$ cat src/rtl/bam_seq_mul_ctrl.sv
// bam_seq_mul_ctrl: sequential broken-array (BAM) approximate multiplier.
// Accumulates one kept partial-product row per cycle into a 2N-bit
// accumulator, with rows below H and product columns below V discarded.
// Optional feature macro: BAM_SKIP_ZERO_EN (early termination once the
// remaining multiplier bits are all zero; the result is unchanged).
module bam_seq_mul_ctrl #(
    parameter int N = 8,
    parameter int H = 3,
    parameter int V = 10
) (
    input  logic           clk,
    input  logic           rst,
    input  logic           in_valid,
    output logic           in_ready,
    input  logic [N-1:0]   a,
    input  logic [N-1:0]   b,
    output logic           out_valid,
    input  logic           out_ready,
    output logic [2*N-1:0] p,
    output logic           busy
);

    localparam int PW = 2 * N;
    localparam int JW = $clog2(N + 1);

    // Product columns 0..V-1 are cleared from every row.
    localparam logic [PW-1:0] COLMASK = {PW{1'b1}} << V;
    localparam logic [JW-1:0] J_FIRST = JW'(H);
    localparam logic [JW-1:0] J_LAST  = JW'(N - 1);

    typedef enum logic [1:0] {
        IDLE = 2'd0,
        RUN  = 2'd1,
        DONE = 2'd2
    } state_t;

    state_t         state_q, state_d;
    logic [N-1:0]   a_q, a_d;
    logic [N-1:0]   b_q, b_d;
    logic [JW-1:0]  j_q, j_d;
    logic [PW-1:0]  acc_q, acc_d;

    logic           row_bit_s;
    logic [PW-1:0]  row_s;

    // Current row: multiplier bit j selects the shifted, column-masked multiplicand.
    always_comb begin
        row_bit_s = |(b_q & ({{(N-1){1'b0}}, 1'b1} << j_q));
        row_s     = row_bit_s ? ((({{N{1'b0}}, a_q}) << j_q) & COLMASK)
                              : {PW{1'b0}};
    end

    // State and datapath registers with synchronous reset.
    always_ff @(posedge clk) begin
        if (rst) begin
            state_q <= IDLE;
            a_q     <= {N{1'b0}};
            b_q     <= {N{1'b0}};
            j_q     <= {JW{1'b0}};
            acc_q   <= {PW{1'b0}};
        end else begin
            state_q <= state_d;
            a_q     <= a_d;
            b_q     <= b_d;
            j_q     <= j_d;
            acc_q   <= acc_d;
        end
    end

    // Next-state and datapath update logic.
    always_comb begin
        state_d = state_q;
        a_d     = a_q;
        b_d     = b_q;
        j_d     = j_q;
        acc_d   = acc_q;
        case (state_q)
            IDLE: begin
                if (in_valid) begin
                    a_d   = a;
                    b_d   = b;
                    j_d   = J_FIRST;
                    acc_d = {PW{1'b0}};
                    if (H >= N) begin
                        // No rows are kept: the product is zero immediately.
                        state_d = DONE;
`ifdef BAM_SKIP_ZERO_EN
                    end else if ((b >> H) == {N{1'b0}}) begin
                        // Every kept multiplier bit is zero.
                        state_d = DONE;
`endif
                    end else begin
                        state_d = RUN;
                    end
                end else begin
                    state_d = IDLE;
                end
            end
            RUN: begin
                acc_d = acc_q + row_s;
                j_d   = j_q + {{(JW-1){1'b0}}, 1'b1};
                if (j_q == J_LAST) begin
                    state_d = DONE;
`ifdef BAM_SKIP_ZERO_EN
                end else if (((b_q >> j_q) >> 1) == {N{1'b0}}) begin
                    // Remaining rows above j contribute nothing.
                    state_d = DONE;
`endif
                end else begin
                    state_d = RUN;
                end
            end
            DONE: begin
                if (out_ready) begin
                    state_d = IDLE;
                end else begin
                    state_d = DONE;
                end
            end
            default: begin
                state_d = IDLE;
            end
        endcase
    end

    // Handshake and result outputs decoded from registered state.
    always_comb begin
        in_ready  = (state_q == IDLE);
        out_valid = (state_q == DONE);
        busy      = (state_q != IDLE);
        p         = acc_q;
    end

endmodule

$ cat config.mk
export PLATFORM = sky130hd
export DESIGN_NAME = bam_seq_mul_ctrl
export DESIGN_NICKNAME = d
export VERILOG_FILES = /design/src/rtl/bam_seq_mul_ctrl.sv
export SDC_FILE = /design/constraint.sdc
export NUM_CORES = 1
export LEC_CHECK = 0
export CAP_MARGIN = 20
export CORE_MARGIN = 1
export CORE_UTILIZATION = 44
export DETAILED_ROUTE_END_ITERATION = 12
export PLACE_DENSITY = 0.78
export REMOVE_ABC_BUFFERS = 1
export SLEW_MARGIN = 0
export SYNTH_ARGS = -nofsm -noshare
export SYNTH_HDL_FRONTEND = slang
export SYNTH_SLANG_ARGS = --single-unit
export TNS_END_PERCENT = 5
$ cat constraint.sdc
create_clock -name clk -period 2.9 [get_ports clk]
set_input_delay 0.435 -clock clk [delete_from_list [all_inputs] [get_ports clk]]
set_output_delay 0.435 -clock clk [all_outputs]
set_load 0.005 [all_outputs]
==> results of run 1 <==
-- registers in the layout (all words and copies together) (netlist names) --
name,count
a_q,8
b_q,8
j_q,4
p,6
state_q,2
-- cell type report --
cell class,instances,area share (%)
multi-input combinational,149,47.52
sequential,28,28.91
timing repair buffer,34,16.74
tap,46,2.962
clock inverter,1,1.545
clock buffer,3,1.159
inverter,6,1.159
-- critical path: cells and delay by family (launching register included) --
| family | cells | cell delay, ns |
|---|---|---|
| DFF | 1 | 0.36 |
| AOI/OAI and AO/OA | 4 | 0.78 |
| and+or+nand+nor | 3 | 0.27 |
| buffers and inverters | 1 | 0.18 |
| adders and majority gates | 4 | 1.06 |
-- layout by cell type (no fill, tap or decap), types with 2 or more instances in the layout --
cell / count
sky130_fd_sc_hd__a211oi_1: 3
sky130_fd_sc_hd__a21o_1: 2
sky130_fd_sc_hd__dfxtp_1: 27
sky130_fd_sc_hd__nand4b_1: 3
sky130_fd_sc_hd__a222oi_1: 2
sky130_fd_sc_hd__conb_1: 10
sky130_fd_sc_hd__mux2_2: 2
sky130_fd_sc_hd__clkdlybuf4s50_1: 28
sky130_fd_sc_hd__clkbuf_4: 3
sky130_fd_sc_hd__nand2_1: 37
sky130_fd_sc_hd__nand2b_1: 3
sky130_fd_sc_hd__nor2_1: 13
sky130_fd_sc_hd__ha_1: 11
sky130_fd_sc_hd__nand3_1: 6
sky130_fd_sc_hd__o41ai_1: 2
sky130_fd_sc_hd__a21oi_1: 23
sky130_fd_sc_hd__buf_4: 6
sky130_fd_sc_hd__o21ai_0: 5
sky130_fd_sc_hd__mux2i_1: 5
sky130_fd_sc_hd__inv_1: 6
sky130_fd_sc_hd__and2b_1: 2
-- repair_timing --
action	in CTS	in global routing
buffers inserted	0	1
endpoints found under the setup margin	0	2
resized for setup	0	2
hold endpoints to repair	0	0
hold buffers	0	0
-- how the worst max path moves through the flow --
stage | end | slack, ns | cells past startpoint
global route | p[14] | -0.05 | 12
detailed placement | p[14] | 0.12 | 12
CTS | p[14] | 0.07 | 12
finish | p[14] | 0.16 | 12
global placement | p[14] | 0.22 | 12
floorplan | p[14] | 0.04 | 12
-- metal layers --
layer | wire length [um] | global-route usage (%) | vias to the layer above
met3 | 154 | 3.832 | 7
met1 | 1452 | 21.97 | 655
met4 | 40 | 5.814 | 0
met2 | 1652 | 30.43 | 44
li1 | - | - | 714
met5 | 0 | 0 | -
-- power by group through the flow --
stage	registers [mW]	logic, mW	clock network (mW)
floorplan	0.429	0.0727	0
global placement	0.425	0.141	0
detailed placement	0.426	0.145	0
CTS	0.417	0.146	0.264
global route	0.420	0.165	0.280
finish	0.418	0.149	0.255
-- stage by stage --
step | hold WS (ns) | cell area [um2]
2_1_floorplan | 0.4296 | 1504
3_3_place_gp | 0.4467 | 1879
3_5_place_dp | 0.4514 | 1879
4_1_cts | 0.4710 | 1932
5_1_grt | 0.4927 | 1943
6_report | 0.4682 | 1943
-- kinds of logic after synthesis --
kind of cell    Yosys count
flops                    28
buf+inv                  27
simple gates             73
mux                       8
other cells               1
fa+ha+maj                12
xor+xnor                  1
compound gates           45
==> impl_metrics.sql, run 1 <==
INSERT INTO impl_metrics (metric_group, metric, value, unit) VALUES
('setup_path', 'worstSetupPathType', 'flop to flop', ''),
('timing', 'final-max-slew-violation-count', '0', ''),
('setup_path', 'crit_required', '3.14', 'ns'),
('setup_path', 'crit_path_max_fanout', '11', ''),
('global_routing', 'grt_first_pass_wirelength', '5554', 'um'),
('floorplanning', 'chipWidth', '62.50', 'um'),
('min_path', 'worst_hold_path.num_cells', '2', ''),
('timing', 'timing.max_slew.rel_slack', '46.32', '%'),
('setup_path', 'r2r_cells', '12', ''),
('power', 'power_frac_clock', '31.0', '%'),
('setup_path', 'most_common_cell_type_on_the_critical_path', 'sky130_fd_sc_hd__ha_1', ''),
('place', 'place.port_buffers', '28', ''),
('place', 'numPlacedInstances', '262', ''),
('setup_path', 'worstSetupStartpointType', 'flop', ''),
('drt', 'dr.first_iter.drc_count', '69', ''),
('timing', 'tightest_slew', '0.8052', 'ns'),
('power', 'total_power', '821.3', 'uW'),
('clock_network', 'number_of_buffers_added_by_the_clock_tree_synthesis_step', '3', ''),
('floorplanning', 'floorplan.die_area', '3906', 'um2'),
('floorplanning', 'initial_core_util', '47.14', '%'),
('power', 'power_share_of_the_combinational_group', '18.1', '%'),
('min_path', 'startpoint_of_the_lowest_slack_hold_path', 'a_q[2]', ''),
('timing', 'hold_viol_final', '0', ''),
('clock_network', 'clock_tree_buf_depth', '2', ''),
('timing', 'max_freq', '365.1', 'MHz'),
('layout', 'syn_to_final_growth', '20.67', '%'),
('setup_path', 'reg2reg_to', 'p[14]', ''),
('drt', 'drc', '0', ''),
('outcome', 'result_of_the_run', 'completed', ''),
('min_path', 'hold_path_end', 'a_q[2]', ''),
('synth', 'ff_latch_count_synth', '28', ''),
('layout', 'final_core_utilization', '56.89', '%'),
('synth', 'syn_area_per_cell', '8.258', 'um2'),
('power', 'power-per-cell-area', '422.7', 'nW/um2'),
('global_routing', 'largest_net_degree_at_the_start_of_global_routing', '25', ''),
('drt', 'ant_nets', '0', ''),
('clock_network', 'cts_sinks', '28', ''),
('clock_network', 'cts.clk_slew.worst_paths', '0.14', 'ns'),
('synth', 'yosys_warnings', '0', ''),
('drt', 'postRouteWirelength', '3300', 'um'),
('floorplanning', 'floorplan.rows', '21', ''),
('layout', 'num_antenna_cells', '0', ''),
('synth', 'synthTopCellsByCount', 'sky130_fd_sc_hd__nand2_1 (37), sky130_fd_sc_hd__dfxtp_1 (28), sky130_fd_sc_hd__a21oi_1 (23)', ''),
('floorplanning', 'fp.dieH', '62.50', 'um'),
('synth', 'yosys.area_share.simple', '21.37', '%'),
('drt', 'drtPass1Iterations', '4', ''),
('synth', 'ys_async_sr_fraction', '0', '%'),
('synth', 'most_instantiated_library_cell_after_synthesis', 'sky130_fd_sc_hd__nand2_1', ''),
('clock_network', 'clock-root-buffer', 'sky130_fd_sc_hd__clkbuf_4', ''),
('timing', 'setup_viol', '0', ''),
('clock_network', 'tritoncts', 'done', ''),
('synth', 'yosys.cell_types.count', '42', ''),
('synth', 'synth_top_family_by_area', 'simple AND/OR/NAND/NOR gates', ''),
('synth', 'synth_seq_area_share', '34.81', '%'),
('power', 'leakagePower', '0.7950', 'nW'),
('synth', 'post_synth_main_area_contributors', 'sky130_fd_sc_hd__dfxtp_1 (35%), sky130_fd_sc_hd__nand2_1 (8.6%), sky130_fd_sc_hd__ha_1 (8.5%)', ''),
('floorplanning', 'total_core_area', '3416', 'um2'),
('layout', 'final-seq-area', '561.8', 'um2'),
('timing', 'timing.final.ws_setup', '0.1607', 'ns'),
('synth', 'synth_ff_type', 'sky130_fd_sc_hd__dfxtp_1', ''),
('synth', 'synth_xor_area_share', '0.5439', '%'),
('global_routing', 'grtUsageTotal', '17.77', '%'),
('floorplanning', 'floorplan.io_pins', '39', ''),
('setup_path', 'worstPathArrival', '2.98', 'ns'),
('setup_path', 'worst_reg2reg_setup_slack', '0.16', 'ns'),
('setup_path', 'cp_slowest_cell', 'sky130_fd_sc_hd__fa_2', ''),
('drt', 'post_drt_via_cell_ratio', '5.318', ''),
('run', 'max-cap-violations', '0', ''),
('layout', 'fillcell_total', '335', ''),
('drt', 'avgRoutedWirePerCell', '12.36', 'um'),
('power', 'max-vdd-ir-drop', '0.0002887', 'V');
(Power assumes the default switching activity.)
==> run 2, diff against run 1 <==
--- a/config.mk
+++ b/config.mk
@@ -6,7 +6,7 @@
 export NUM_CORES = 1
 export LEC_CHECK = 0
 export CAP_MARGIN = 20
-export CORE_MARGIN = 1
+export CORE_MARGIN = 1.5
 export CORE_UTILIZATION = 44
 export DETAILED_ROUTE_END_ITERATION = 12
 export PLACE_DENSITY = 0.78
==> run 2 against run 1 <==
Cell count is the same. Clock power is essentially flat. Non-clock buffer count is the same. Combinational power shrank 3%. Sequential share of layout area shrank 0.12 points. Highest routed layer unchanged.
==> impl_metrics.sql, run 2 (same netlist as run 1, synthesis figures left out) <==
INSERT INTO impl_metrics (metric_group, metric, value, unit) VALUES
('clock_network', 'postCtsHoldBufs', '0', ''),
('floorplanning', 'floorplan.rows', '21', ''),
('layout', 'fillcell_total', '336', ''),
('setup_path', 'critPathLaunch', 'j_q[0]', ''),
('timing', 'timing.clock.skew', '0.001547', 'ns'),
('min_path', 'hold_path_end', 'a_q[2]', ''),
('timing', 'fin_tns_setup', '0', 'ns'),
('floorplanning', 'initial_core_util', '47.14', '%'),
('global_routing', 'antenna_found_initial', '0', ''),
('layout', 'num_antenna_cells', '0', ''),
('timing', 'max_freq', '370.7', 'MHz'),
('clock_network', 'clock-root-buffer', 'sky130_fd_sc_hd__clkbuf_4', ''),
('floorplanning', 'floorplan.die_area', '4032', 'um2'),
('floorplanning', 'total_core_area', '3416', 'um2'),
('timing', 'hold_viol_final', '0', ''),
('drt', 'route.vias.total', '1371', ''),
('timing', 'timing.max_slew.rel_slack', '48.79', '%'),
('place', 'place.port_buffers', '28', ''),
('timing', 'setup_viol', '0', ''),
('run', 'max-cap-violations', '0', ''),
('drt', 'avgRoutedWirePerCell', '11.31', 'um'),
('power', 'max-vdd-ir-drop', '0.0003214', 'V'),
('global_routing', 'first_global_vias', '1220', ''),
('timing', 'min_period', '2.698', 'ns'),
('drt', 'postRouteWirelength', '3019', 'um'),
('timing', 'final-max-slew-violation-count', '0', ''),
('setup_path', 'r2r_start', 'j_q[0]', ''),
('layout', 'multiInputGateArea', '928.4', 'um2'),
('place', 'dp.final_hpwl', '2262', 'um'),
('power', 'power-per-cell-area', '418.3', 'nW/um2'),
('place', 'gp_congestion', '0.8610', ''),
('drt', 'met1_length', '1423', 'um'),
('layout', 'drive_gt1_share', '7.692', '%'),
('setup_path', 'crit_path_max_fanout', '11', ''),
('drt', 'dr.first_iter.drc_count', '69', ''),
('drt', 'post_drt_via_cell_ratio', '5.135', ''),
('timing', 'worst_hold_check_slack', '0.4660', 'ns'),
('timing', 'tightest_slew', '0.7682', 'ns'),
('drt', 'drtPass1Iterations', '5', ''),
('global_routing', 'grt_first_pass_wirelength', '5230', 'um'),
('setup_path', 'r2r_cells', '12', ''),
('layout', 'layout.nets', '254', ''),
('setup_path', 'worstSetupStartpointType', 'flop', ''),
('clock_network', 'htreeDepth', '1', ''),
('min_path', 'worst_hold_path.num_cells', '2', ''),
('drt', 'topRoutingLayerUsed', 'met4', ''),
('floorplanning', 'chipWidth', '63.50', 'um'),
('timing', 'setup_repair_after_global_routing_missed_its_margin', 'no', ''),
('layout', 'syn_to_final_growth', '20.90', '%'),
('clock_network', 'number_of_buffers_added_by_the_clock_tree_synthesis_step', '3', ''),
('setup_path', 'reg2reg_to', 'p[14]', ''),
('drt', 'ant_nets', '0', ''),
('drt', 'drc', '0', ''),
('setup_path', 'end_kind', 'flop', ''),
('clock_network', 'cts_sinks', '28', ''),
('clock_network', 'tritoncts', 'done', ''),
('global_routing', 'grtUsageTotal', '16.16', '%'),
('setup_path', 'worstSetupPathType', 'flop to flop', ''),
('drt', 'wl_met3', '172', 'um'),
('global_routing', 'largest_net_degree_at_the_start_of_global_routing', '25', ''),
('clock_network', 'clock_tree_buf_depth', '2', ''),
('min_path', 'startpoint_of_the_lowest_slack_hold_path', 'a_q[2]', ''),
('drt', 'met2WireLength', '1406', 'um'),
('floorplanning', 'floorplan.io_pins', '39', ''),
('power', 'leakagePower', '0.7995', 'nW'),
('clock_network', 'worstSkewPairLatency', '0.33', 'ns'),
('setup_path', 'worstPathArrival', '2.93', 'ns'),
('setup_path', 'crit_required', '3.14', 'ns'),
('outcome', 'result_of_the_run', 'completed', ''),
('clock_network', 'cts.clk_slew.worst_paths', '0.14', 'ns'),
('layout', 'most_frequent_standard_cell_in_the_layout_excluding_fill_and_tap_cells', 'sky130_fd_sc_hd__nand2_1', ''),
('setup_path', 'worst_reg2reg_setup_slack', '0.20', 'ns'),
('layout', 'final_cell_mix', 'sky130_fd_sc_hd__nand2_1 (37), sky130_fd_sc_hd__dfxtp_1 (28), sky130_fd_sc_hd__clkdlybuf4s50_1 (28)', ''),
('global_routing', 'globalRoute.totalOverflow', '0', ''),
('min_path', 'timing.hold.worst.class', 'flop to flop', ''),
('floorplanning', 'fp.dieH', '63.50', 'um'),
('timing', 'min_period_over_period', '93.03', '%'),
('layout', 'final-seq-area', '560.5', 'um2');
## run 2: through the flow
| stage | instances | power [mW] | util, % | setup WS, ns | instance area, um2 |
|---|---|---|---|---|---|
| 3_5_place_dp | 262 | 0.5686 | 55.02 | 0.1648 | 1879 |
| 2_1_floorplan | 183 | 0.5013 | - | 0.03897 | 1504 |
| 6_report | 267 | 0.8145 | 57.00 | 0.2021 | 1947 |
| 3_3_place_gp | 262 | 0.5653 | 55.02 | 0.2230 | 1879 |
| 5_1_grt | 267 | 0.8630 | 57.00 | 0.02680 | 1947 |
| 4_1_cts | 266 | 0.8216 | 56.56 | 0.1344 | 1932 |
## run 2: per-layer routing
metal  up-vias  track usage (%)
met2        41            26.58
met1       613            20.42
met4         0            5.978
met5         -                0
li1        715                -
met3         2            3.929
## run 2: worst max-delay path by stage
stage | to | slack (ns) | depth (start not counted)
after floorplan | p[14] | 0.04 | 12
after global placement | p[14] | 0.22 | 12
after detailed placement | p[14] | 0.16 | 12
after CTS | p[14] | 0.13 | 12
after global routing | p[14] | 0.03 | 12
final | p[14] | 0.20 | 12
## run 2: where the power goes
group          switching [mW]  total [mW]  internal (mW)
logic                  0.0741       0.144         0.0703
registers              0.0135       0.417          0.403
clock network           0.113       0.253          0.140
total                   0.201       0.814          0.614
## run 2: critical path, stage by stage, from the launching register on
cell and delay, ns:
sky130_fd_sc_hd__dfxtp_1 0.36, sky130_fd_sc_hd__buf_4 0.19, sky130_fd_sc_hd__ha_1 0.25, sky130_fd_sc_hd__ha_1 0.19
sky130_fd_sc_hd__a22o_1 0.24, sky130_fd_sc_hd__o21bai_2 0.17, sky130_fd_sc_hd__nor2_1 0.08, sky130_fd_sc_hd__ha_1 0.22
sky130_fd_sc_hd__fa_1 0.40, sky130_fd_sc_hd__a21o_1 0.19, sky130_fd_sc_hd__a21oi_2 0.14, sky130_fd_sc_hd__or4_1 0.12
sky130_fd_sc_hd__nand3_1 0.06
## run 2: cell type report
class                   count  share of cell area, %
clock buffers               3                  1.157
clock inverters             1                  1.542
inverters                   6                  1.157
multi-input cells         149                  47.69
flip-flops and latches     28                  28.79
well taps                  46                  2.956
repair buffers             34                  16.71
## run 2: repair_timing
action	CTS	global route
resized for setup	0	2
endpoints found under the hold margin	0	0
setup buffers	0	1
endpoints found under the setup margin	0	1
==> run 3, diff against run 2 <==
--- a/config.mk
+++ b/config.mk
@@ -7,9 +7,10 @@
 export LEC_CHECK = 0
 export CAP_MARGIN = 20
 export CORE_MARGIN = 1.5
-export CORE_UTILIZATION = 44
+export CORE_UTILIZATION = 45
+export CTS_BUF_LIST = sky130_fd_sc_hd__clkbuf_2
 export DETAILED_ROUTE_END_ITERATION = 12
-export PLACE_DENSITY = 0.78
+export PLACE_DENSITY = 0.8
 export REMOVE_ABC_BUFFERS = 1
 export SLEW_MARGIN = 0
 export SYNTH_ARGS = -nofsm -noshare
==> run 3 against run 2 <==
Sequential cell count is the same. Worst hold slack better by 0.0070 ns. Final area is 2.2% lower. Sequential share of layout area is 0.73 points higher. Core utilization shrank 0.85 points. Register-to-register slack worse by 0.06 ns. Combinational power hardly changed. Via count shrank 0.73%. Die area is 2.1% lower. Total power decreased by 13%. Critical path type unchanged. Largest power group unchanged. Highest routed layer unchanged.
==> impl_metrics.sql, run 3 (same netlist as run 1, synthesis figures left out) <==
INSERT INTO impl_metrics (metric_group, metric, value, unit) VALUES
('outcome', 'result_of_the_run', 'completed', ''),
('layout', 'stdcell_count', '266', ''),
('global_routing', 'grtUsageTotal', '16.60', '%'),
('timing', 'hold_viol_final', '0', ''),
('drt', 'drc', '0', ''),
('clock_network', 'cts.clk_slew.worst_paths', '0.26', 'ns'),
('layout', 'drive_gt1_share', '6.818', '%'),
('setup_path', 'worstSetupStartpointType', 'flop', ''),
('layout', 'final_core_utilization', '56.15', '%'),
('clock_network', 'htreeDepth', '1', ''),
('layout', 'most_frequent_standard_cell_in_the_layout_excluding_fill_and_tap_cells', 'sky130_fd_sc_hd__nand2_1', ''),
('place', 'numPlacedInstances', '262', ''),
('power', 'total_power', '705.1', 'uW'),
('setup_path', 'cp_cell_sequence', 'buf_4 > ha_1 > ha_1 > a22o_1 > o21bai_2 > nor2_1 > ha_1 > fa_1 > a21o_1 > a21oi_1 > or4_1 > nand3_1', ''),
('setup_path', 'critical_path_depth', '12', ''),
('timing', 'min_period_over_period', '95.18', '%'),
('drt', 'route.vias.total', '1361', ''),
('clock_network', 'clock-root-buffer', 'sky130_fd_sc_hd__clkbuf_2', ''),
('timing', 'max_freq', '362.3', 'MHz'),
('global_routing', 'globalRoute.totalOverflow', '0', ''),
('layout', 'final_cell_area', '1903', 'um2'),
('floorplanning', 'initial_core_util', '47.51', '%'),
('setup_path', 'cp_slowest_stage_delay', '0.41', 'ns'),
('layout', 'num_antenna_cells', '0', ''),
('global_routing', 'grt_first_pass_wirelength', '5354', 'um'),
('setup_path', 'end_kind', 'flop', ''),
('layout', 'fillcell_total', '309', ''),
('power', 'leakagePower', '0.7808', 'nW'),
('timing', 'setup_viol', '0', ''),
('place', 'dp.final_hpwl', '2355', 'um'),
('place', 'place.port_buffers', '28', ''),
('global_routing', 'largest_net_degree_at_the_start_of_global_routing', '25', ''),
('setup_path', 'worstSetupPathType', 'flop to flop', ''),
('place', 'dpl_cell_area', '1879', 'um2'),
('global_routing', 'antenna_found_initial', '0', ''),
('place', 'gp_congestion', '0.8689', ''),
('floorplanning', 'total_core_area', '3390', 'um2'),
('timing', 'min_period', '2.760', 'ns'),
('timing', 'timing.final.ws_setup', '0.1397', 'ns'),
('setup_path', 'cp_slowest_cell', 'sky130_fd_sc_hd__fa_1', ''),
('floorplanning', 'chipWidth', '62.82', 'um'),
('setup_path', 'reg2reg_to', 'p[14]', ''),
('drt', 'dr.first_iter.drc_count', '45', ''),
('drt', 'avgRoutedWirePerCell', '11.79', 'um'),
('setup_path', 'crit_end', 'p[14]', ''),
('layout', 'syn_to_final_growth', '18.18', '%'),
('drt', 'ant_nets', '0', ''),
('timing', 'timing.clock.skew', '0.009089', 'ns'),
('timing', 'setup_repair_after_global_routing_missed_its_margin', 'no', ''),
('floorplanning', 'floorplan.io_pins', '39', ''),
('setup_path', 'crit_required', '3.19', 'ns'),
('setup_path', 'crit_path_max_fanout', '11', ''),
('layout', 'final_cell_mix', 'sky130_fd_sc_hd__nand2_1 (37), sky130_fd_sc_hd__clkdlybuf4s50_1 (28), sky130_fd_sc_hd__dfxtp_1 (27)', ''),
('clock_network', 'postCtsHoldBufs', '0', ''),
('setup_path', 'critical-path-top-delay-family', 'adder cells', ''),
('timing', 'fin_tns_setup', '0', 'ns'),
('setup_path', 'worst_reg2reg_setup_slack', '0.14', 'ns'),
('clock_network', 'worstSkewPairLatency', '0.36', 'ns'),
('global_routing', 'first_global_vias', '1260', ''),
('clock_network', 'cts_sinks', '28', ''),
('place', 'place_ws', '0.1085', 'ns'),
('drt', 'post_drt_via_cell_ratio', '5.117', ''),
('setup_path', 'r2r_start', 'j_q[0]', ''),
('floorplanning', 'floorplan.rows', '21', ''),
('drt', 'postRouteWirelength', '3135', 'um'),
('power', 'max-vdd-ir-drop', '0.0001929', 'V'),
('floorplanning', 'floorplan.die_area', '3946', 'um2'),
('setup_path', 'most_common_cell_type_on_the_critical_path', 'sky130_fd_sc_hd__ha_1', ''),
('timing', 'final-max-slew-violation-count', '0', ''),
('timing', 'worst_hold_check_slack', '0.4729', 'ns'),
('timing', 'tightest_slew', '0.7741', 'ns'),
('setup_path', 'critPathLaunch', 'j_q[0]', ''),
('setup_path', 'worstPathArrival', '3.05', 'ns'),
('floorplanning', 'fp.dieH', '62.82', 'um'),
('run', 'max-cap-violations', '0', ''),
('timing', 'timing.max_slew.rel_slack', '48.39', '%'),
('setup_path', 'critical_path_buf_inv_count', '1', ''),
('drt', 'drtPass1Iterations', '4', ''),
('min_path', 'timing.hold.worst.class', 'flop to flop', ''),
('setup_path', 'r2r_cells', '12', ''),
('power', 'power-per-cell-area', '370.5', 'nW/um2'),
('clock_network', 'clock_tree_buf_depth', '2', ''),
('clock_network', 'number_of_buffers_added_by_the_clock_tree_synthesis_step', '3', ''),
('layout', 'layout.nets', '253', ''),
('clock_network', 'tritoncts', 'done', '');
run 3: cell count changes in the layout (fill, tap and decap cells not counted):
cell / change
sky130_fd_sc_hd__clkbuf_2: +3
sky130_fd_sc_hd__clkbuf_4: -3
sky130_fd_sc_hd__a21oi_1: +1
sky130_fd_sc_hd__a21oi_2: -1
sky130_fd_sc_hd__buf_4: -1
sky130_fd_sc_hd__bufinv_16: -1
sky130_fd_sc_hd__clkinv_1: +1
sky130_fd_sc_hd__dfxtp_1: -1
sky130_fd_sc_hd__dfxtp_2: +1
run 3: worst min-delay path by stage:
stage | from | to | slack [ns] | depth (start not counted)
after CTS | a_q[1] | a_q[1] | 0.47 | 2
after floorplan | a_q[1] | a_q[1] | 0.43 | 2
after detailed placement | a_q[1] | a_q[1] | 0.45 | 2
final | a_q[1] | a_q[1] | 0.47 | 2
after global routing | b_q[7] | b_q[7] | 0.51 | 2
after global placement | a_q[2] | a_q[2] | 0.45 | 2
run 3: routing by layer:
layer  share of wire [%]  up-vias  global-route usage, %  wire [um]
met2                  48       36                  28.63       1499
met5                   0        -                      0          0
li1                    -      707                      -          -
met3                 4.0        4                  3.063        125
met1                  47      614                  20.76       1479
met4                0.96        0                  5.556         30
run 3: worst min-delay path, cell delays in order, from the launching register on:
cell and delay (ns):
sky130_fd_sc_hd__dfxtp_1 0.37, sky130_fd_sc_hd__nand2_1 0.05, sky130_fd_sc_hd__a21oi_1 0.05
run 3: final cells by class:
class                      instances  area [um2]  share of cell area, %
clock buffer                       3       15.01                 0.7890
clock inverter                     1       3.754                 0.1972
inverter                           6       22.52                  1.183
multi-input combinational        149       924.6                  48.59
sequential                        28       561.8                  29.52
tap                               46       57.56                  3.024
timing repair buffer              33       317.8                  16.70
run 3: repair_timing:
action                                  in CTS  in global routing
endpoints found under the hold margin        0                  0
endpoints found under the setup margin       0                  3
resized for setup                            0                  2
buffers inserted                             0                  0
run 3: where the power goes:
part           leakage (nW)  total (mW)  switching (mW)  internal, mW
registers             0.229       0.418          0.0131         0.405
logic                 0.538       0.144          0.0753        0.0686
clock network        0.0140       0.143           0.113        0.0299
